**config.mk**
```make
export PLATFORM = sky130hd
export DESIGN_NAME = systolic_drainer
export DESIGN_NICKNAME = d
export VERILOG_FILES = /design/src/rtl/systolic_drainer.sv
export SDC_FILE = /design/constraint.sdc
export NUM_CORES = 1
export LEC_CHECK = 0
export CAP_MARGIN = 25
export CELL_PAD_IN_SITES_DETAIL_PLACEMENT = 0
export CELL_PAD_IN_SITES_GLOBAL_PLACEMENT = 1
export CORE_ASPECT_RATIO = 0.75
export CORE_MARGIN = 10
export CORE_UTILIZATION = 37
export CTS_BUF_LIST = sky130_fd_sc_hd__clkbuf_4 sky130_fd_sc_hd__clkbuf_8
export DETAILED_ROUTE_END_ITERATION = 8
export PLACE_DENSITY = 0.79
export SYNTH_ARGS = -nofsm -noshare
export SYNTH_HDL_FRONTEND = slang
export SYNTH_SLANG_ARGS = --single-unit
```
**constraint.sdc**
```tcl
create_clock -name clk -period 2 [get_ports clk]
set_clock_uncertainty 0.15 [all_clocks]
set_input_delay 0.4 -clock clk [delete_from_list [all_inputs] [get_ports clk]]
set_output_delay 0.4 -clock clk [all_outputs]
set_load 0.05 [all_outputs]
```
**src/rtl/systolic_drainer.sv**
```systemverilog
// rtl/systolic_drainer.sv - drains unary systolic-array lanes into per-lane binary counts
// SYST_DRAIN_DESKEW_EN: per-lane skewed capture windows; undefined: one common window
module systolic_drainer #(
   parameter  int DIM    = 8,
   parameter  int UWIDTH = 2,
   parameter  int WIN    = 8,
   localparam int ACCW   = $clog2(WIN*UWIDTH+1)
) (
   input  logic                        clk,
   input  logic                        reset_n,
   input  logic                        start,
   input  logic [DIM-1:0][UWIDTH-1:0]  lane_in,
   output logic [DIM-1:0][ACCW-1:0]    row_out,
   output logic                        out_valid,
   input  logic                        out_ready,
   output logic                        busy
);

`ifdef SYST_DRAIN_DESKEW_EN
   localparam int CAP_LAST = WIN + DIM - 2;
`else
   localparam int CAP_LAST = WIN - 1;
`endif
   // cnt must also hold CAP_LAST+1, reached on the HOLD transition
   localparam int CNTW = $clog2(CAP_LAST + 2);

   typedef enum logic [1:0] {IDLE, CAPTURE, HOLD} state_t;

   state_t                    state, state_nxt;
   logic [CNTW-1:0]           cnt;
   logic [DIM-1:0][ACCW-1:0]  acc;
   logic [DIM-1:0][ACCW-1:0]  pop;
   logic [DIM-1:0]            lane_en;
   logic                      clear;
   logic                      capture;
   logic                      cap_done;

   assign cap_done = (cnt == CNTW'(CAP_LAST));

   always_ff @(posedge clk) begin
      if (!reset_n)
         state <= IDLE;
      else
         state <= state_nxt;
   end

   always_comb begin
      state_nxt = state;
      case (state)
         IDLE:    if (start)     state_nxt = CAPTURE;
         CAPTURE: if (cap_done)  state_nxt = HOLD;
         HOLD:    if (out_ready) state_nxt = start ? CAPTURE : IDLE;
         default:                state_nxt = IDLE;
      endcase
   end

   always_comb begin
      busy      = 1'b0;
      out_valid = 1'b0;
      clear     = 1'b0;
      capture   = 1'b0;
      case (state)
         IDLE:    clear = start;
         CAPTURE: begin
            busy    = 1'b1;
            capture = 1'b1;
         end
         HOLD: begin
            busy      = 1'b1;
            out_valid = 1'b1;
            clear     = out_ready & start;
         end
         default: ;
      endcase
   end

`ifdef SYST_DRAIN_DESKEW_EN
   int cnt_i;
   assign cnt_i = int'(cnt);
`endif

   // Lane i sees its first valid unary word i cycles after lane 0 when deskewed
   always_comb begin
      for (int i = 0; i < DIM; i++) begin
         pop[i] = '0;
         for (int b = 0; b < UWIDTH; b++)
            pop[i] = pop[i] + ACCW'(lane_in[i][b]);
`ifdef SYST_DRAIN_DESKEW_EN
         lane_en[i] = (cnt_i >= i) && (cnt_i <= i + WIN - 1);
`else
         lane_en[i] = 1'b1;
`endif
      end
   end

   always_ff @(posedge clk) begin
      if (!reset_n) begin
         cnt <= '0;
         acc <= '0;
      end else if (clear) begin
         cnt <= '0;
         acc <= '0;
      end else if (capture) begin
         cnt <= cnt + CNTW'(1);
         for (int i = 0; i < DIM; i++)
            if (lane_en[i])
               acc[i] <= acc[i] + pop[i];
      end
   end

   assign row_out = acc;

endmodule
```
==> out/metrics.cfg, run 1 <==
[run_status]
status=finished, final reports clean

[placed_design]
dp.cells=373
numPortBuffers=61
place_ws_ns=-0.1529
hpwl_um=3507
gp_congestion=0.7275

[grt]
grt_max_degree=31
grt_pass1_wl_um=7962
grt.total_usage_pct=10.17
antenna_found_initial=0
grt_use_met2_pct=15.14
grt_use_met3_pct=5.695
overflow=0
grt_util_met1_pct=12.05
busiest_layer=met2
first_global_vias=1780

[worst_setup_path]
reg2reg_setup_slack_ns=0.23
crit_fanout=5
timing.rr.end=row_out[38]$_SDFFE_PP0N_
crit_buf_inv=2
cp-end-kind=primary output
required_ns=1.45
timing.rr.start=state[1]$_SDFFE_PN0P_
worstPathArrival_ns=1.30
crit_slowest_cell=dfxtp_1
critPathKind=reg -> out
rr_worst_depth=6
critPathTopFamily=flip-flops
cp_slowest_stage_delay_ns=0.42
crit_chain=inv_1, ha_1, buf_12
cp-start-kind=flop

[route]
num_vias=1705
initialDrtViolationCount=24
route.detailed.drc=0
antenna_left=0
wl_per_cell_um=12.13
drt-vias-per-instance=4.475
routed_wl_um=4622
dr.pass1.iters=4

[clock_tree]
clk-insertion-delay-late_ns=0.30
clkTransAtPathRegs_ns=0.08
cts.repair.resized=0
post_cts_buffers=0
htreeDepth=2
clk_path_buf_depth=2
hold_buffers=0
cts_buffers=5
cts.sinks=46
tritoncts=done
root_buffer=clkbuf_8

[sta]
worstMarginPinSlew_ns=0.4297
rsz0062_at_grt=no
fin_crit_sh_pct=92.63
setup_tns_ns=0
fin_hold_ws_ns=0.3483
fin_ws_ns=0.1474
final-setup-viol-count=0
maxSlewViolCount=0
slew_headroom_pct=71.35
min_period_ns=1.853
hold_viol_final=0
fmax_ghz=0.5398

[cells_and_area]
area_delta_synth_final_pct=34.08
finalNonFillerCells=381
multi_input_area_um2=1134
drive_gt1_share_pct=19.14
regArea_um2=920.9
diodes=0
fillCellCount=554
layout.nets=344

[synthesis]
synth-adder-area-share_pct=15.05
ys_warn_count=0
synthesis.area_um2=2228
synth_xor_area_share_pct=10.61
synth_top_family_by_area=simple AND/OR/NAND/NOR gates
synth_seq_cells=46
netlist_instances=239
syn-num-nets=281
yosys.cell_types.count=19
synthMuxAreaShare_pct=4.941
synthSimpleGateAreaFrac_pct=15.83
synth-compound-area-share_pct=3.987
ys_seq_area_share_pct=41.33
syn-mean-instance-area_um2=9.324

[min_path]
min_from=row_out[0]$_SDFFE_PP0N_
hold_path_depth=2
min_to=row_out[0]$_SDFFE_PP0N_
hold_path_class=reg -> reg

[power_and_ir_drop]
irDropWorstVdd_mv=0.4364
leakage_nw=1.336
finalPower_w=0.003011
p_per_area_nw_per_um2=1008

[floorplan]
initial_utilization_pct=38.25
core_area_um2=5826
ios=62
die_h_um=87.21
num_rows=24
die_x_um=109.6
die_area_um2=9559

[job]
maxCapViolations=0

-- tightest hold or removal path, cell delays in order (launching register included) --
cell,delay (ns)
dfxtp_1,0.33
nor2_1,0.08
a211oi_1,0.04
-- worst max-delay path by stage --
| stage | end | slack (ns) | cells after the start | from |
|---|---|---|---|---|
| after global routing | row_out[38]$_SDFFE_PP0N_ | 0.02 | 6 | state[1]$_SDFFE_PN0P_ |
| after detailed placement | row_out[9]$_SDFFE_PP0N_ | -0.15 | 8 | lane_in[2] |
| after CTS | busy | 0.12 | 3 | state[0]$_SDFFE_PN0P_ |
| final | busy | 0.15 | 3 | state[0]$_SDFFE_PN0P_ |
| after floorplan | row_out[4]$_SDFFE_PP0N_ | 0.11 | 7 | row_out[0]$_SDFFE_PP0N_ |
| after global placement | row_out[4]$_SDFFE_PP0N_ | -0.16 | 8 | lane_in[0] |
-- final cells by class --
| cell class | count | share of cell area [%] |
|---|---|---|
| Multi-Input combinational cell | 147 | 37.94 |
| Sequential cell | 46 | 30.82 |
| Timing Repair Buffer | 66 | 20.27 |
| Inverter | 36 | 4.523 |
| Tap cell | 78 | 3.266 |
| Clock buffer | 7 | 3.015 |
| Clock inverter | 1 | 0.1675 |
-- state kept, by name (all words and copies together), names as in the netlist --
name and cells:
state 2, row_out 40, cnt 4
-- metrics by stage --
stage          utilization [%]  area [um^2]
2_1_floorplan                -         2228
4_1_cts                  51.29         2988
6_report                 51.29         2988
3_3_place_gp             49.66         2893
3_5_place_dp             49.66         2893
5_1_grt                  51.29         2988
-- cells by family (layout without fill, tap and decap cells) --
family                   after synthesis  count (layout)
flip-flops                            46              46
AO/OA/AOI/OAI                         12              12
AND/OR/NAND/NOR                       75              75
XOR/XNOR                              27              27
adder cells (fa/ha/maj)               22              22
buffers and inverters                 46             110
multiplexers                          11              11
-- placed cells by master (no fill, tap or decap) --
| cell | instances |
|---|---|
| dfxtp_1 | 46 |
| nor2_1 | 44 |
| buf_4 | 42 |
| inv_1 | 36 |
| xor2_1 | 26 |
| clkdlybuf4s50_1 | 19 |
| ha_1 | 13 |
| nand2_1 | 12 |
| mux2i_1 | 11 |
| nand4_1 | 9 |
| a211oi_1 | 8 |
| nand4b_1 | 8 |
| fa_1 | 8 |
| clkbuf_8 | 6 |
| buf_12 | 5 |
| a21oi_1 | 2 |
| o21ai_4 | 1 |
| nand3b_1 | 1 |
| a222oi_1 | 1 |
| or3b_2 | 1 |
| xnor2_1 | 1 |
| ha_2 | 1 |
| clkbuf_4 | 1 |
| clkinv_2 | 1 |
-- report_power, final --
part / switching, W / total [W] / internal (W)
Sequential: 0.0000810 / 0.00108 / 0.00100
Clock: 0.000301 / 0.000594 / 0.000293
Combinational: 0.000792 / 0.00134 / 0.000543
Total: 0.00117 / 0.00301 / 0.00184
-- Yosys cell counts --
cell type / n / area (um^2)
nand3b_1: 1 / 7.510
inv_1: 36 / 135.1
dfxtp_1: 46 / 920.9
nand2_1: 12 / 45.04
xor2_1: 26 / 227.7
xnor2_1: 1 / 8.760
a222oi_1: 1 / 10.01
nor2_1: 44 / 165.2
nand4b_1: 8 / 70.07
a21oi_1: 2 / 10.01
mux2i_1: 11 / 110.1
ha_1: 14 / 175.2
fa_1: 8 / 160.2
a211oi_1: 8 / 60.06
nand4_1: 9 / 56.30
clkbuf_1: 1 / 3.750
or3b_2: 1 / 8.760
o21ai_2: 1 / 8.760
buf_2: 9 / 45.04
-- routing by layer --
metal,vias to the layer above,routed length (um)
met2,43,1885
met4,0,44
met3,7,519
li1,877,-
met1,778,2172
met5,-,0
Note: power is estimated with default switching activity, not from simulation.
==> run 2, diff against run 1 <==
--- a/config.mk
+++ b/config.mk
@@ -17,3 +17,4 @@
 export SYNTH_ARGS = -nofsm -noshare
 export SYNTH_HDL_FRONTEND = slang
 export SYNTH_SLANG_ARGS = --single-unit
+export TNS_END_PERCENT = 20
==> results of run 2 <==
Final layout, timing and power as in run 1 (identical DEF).
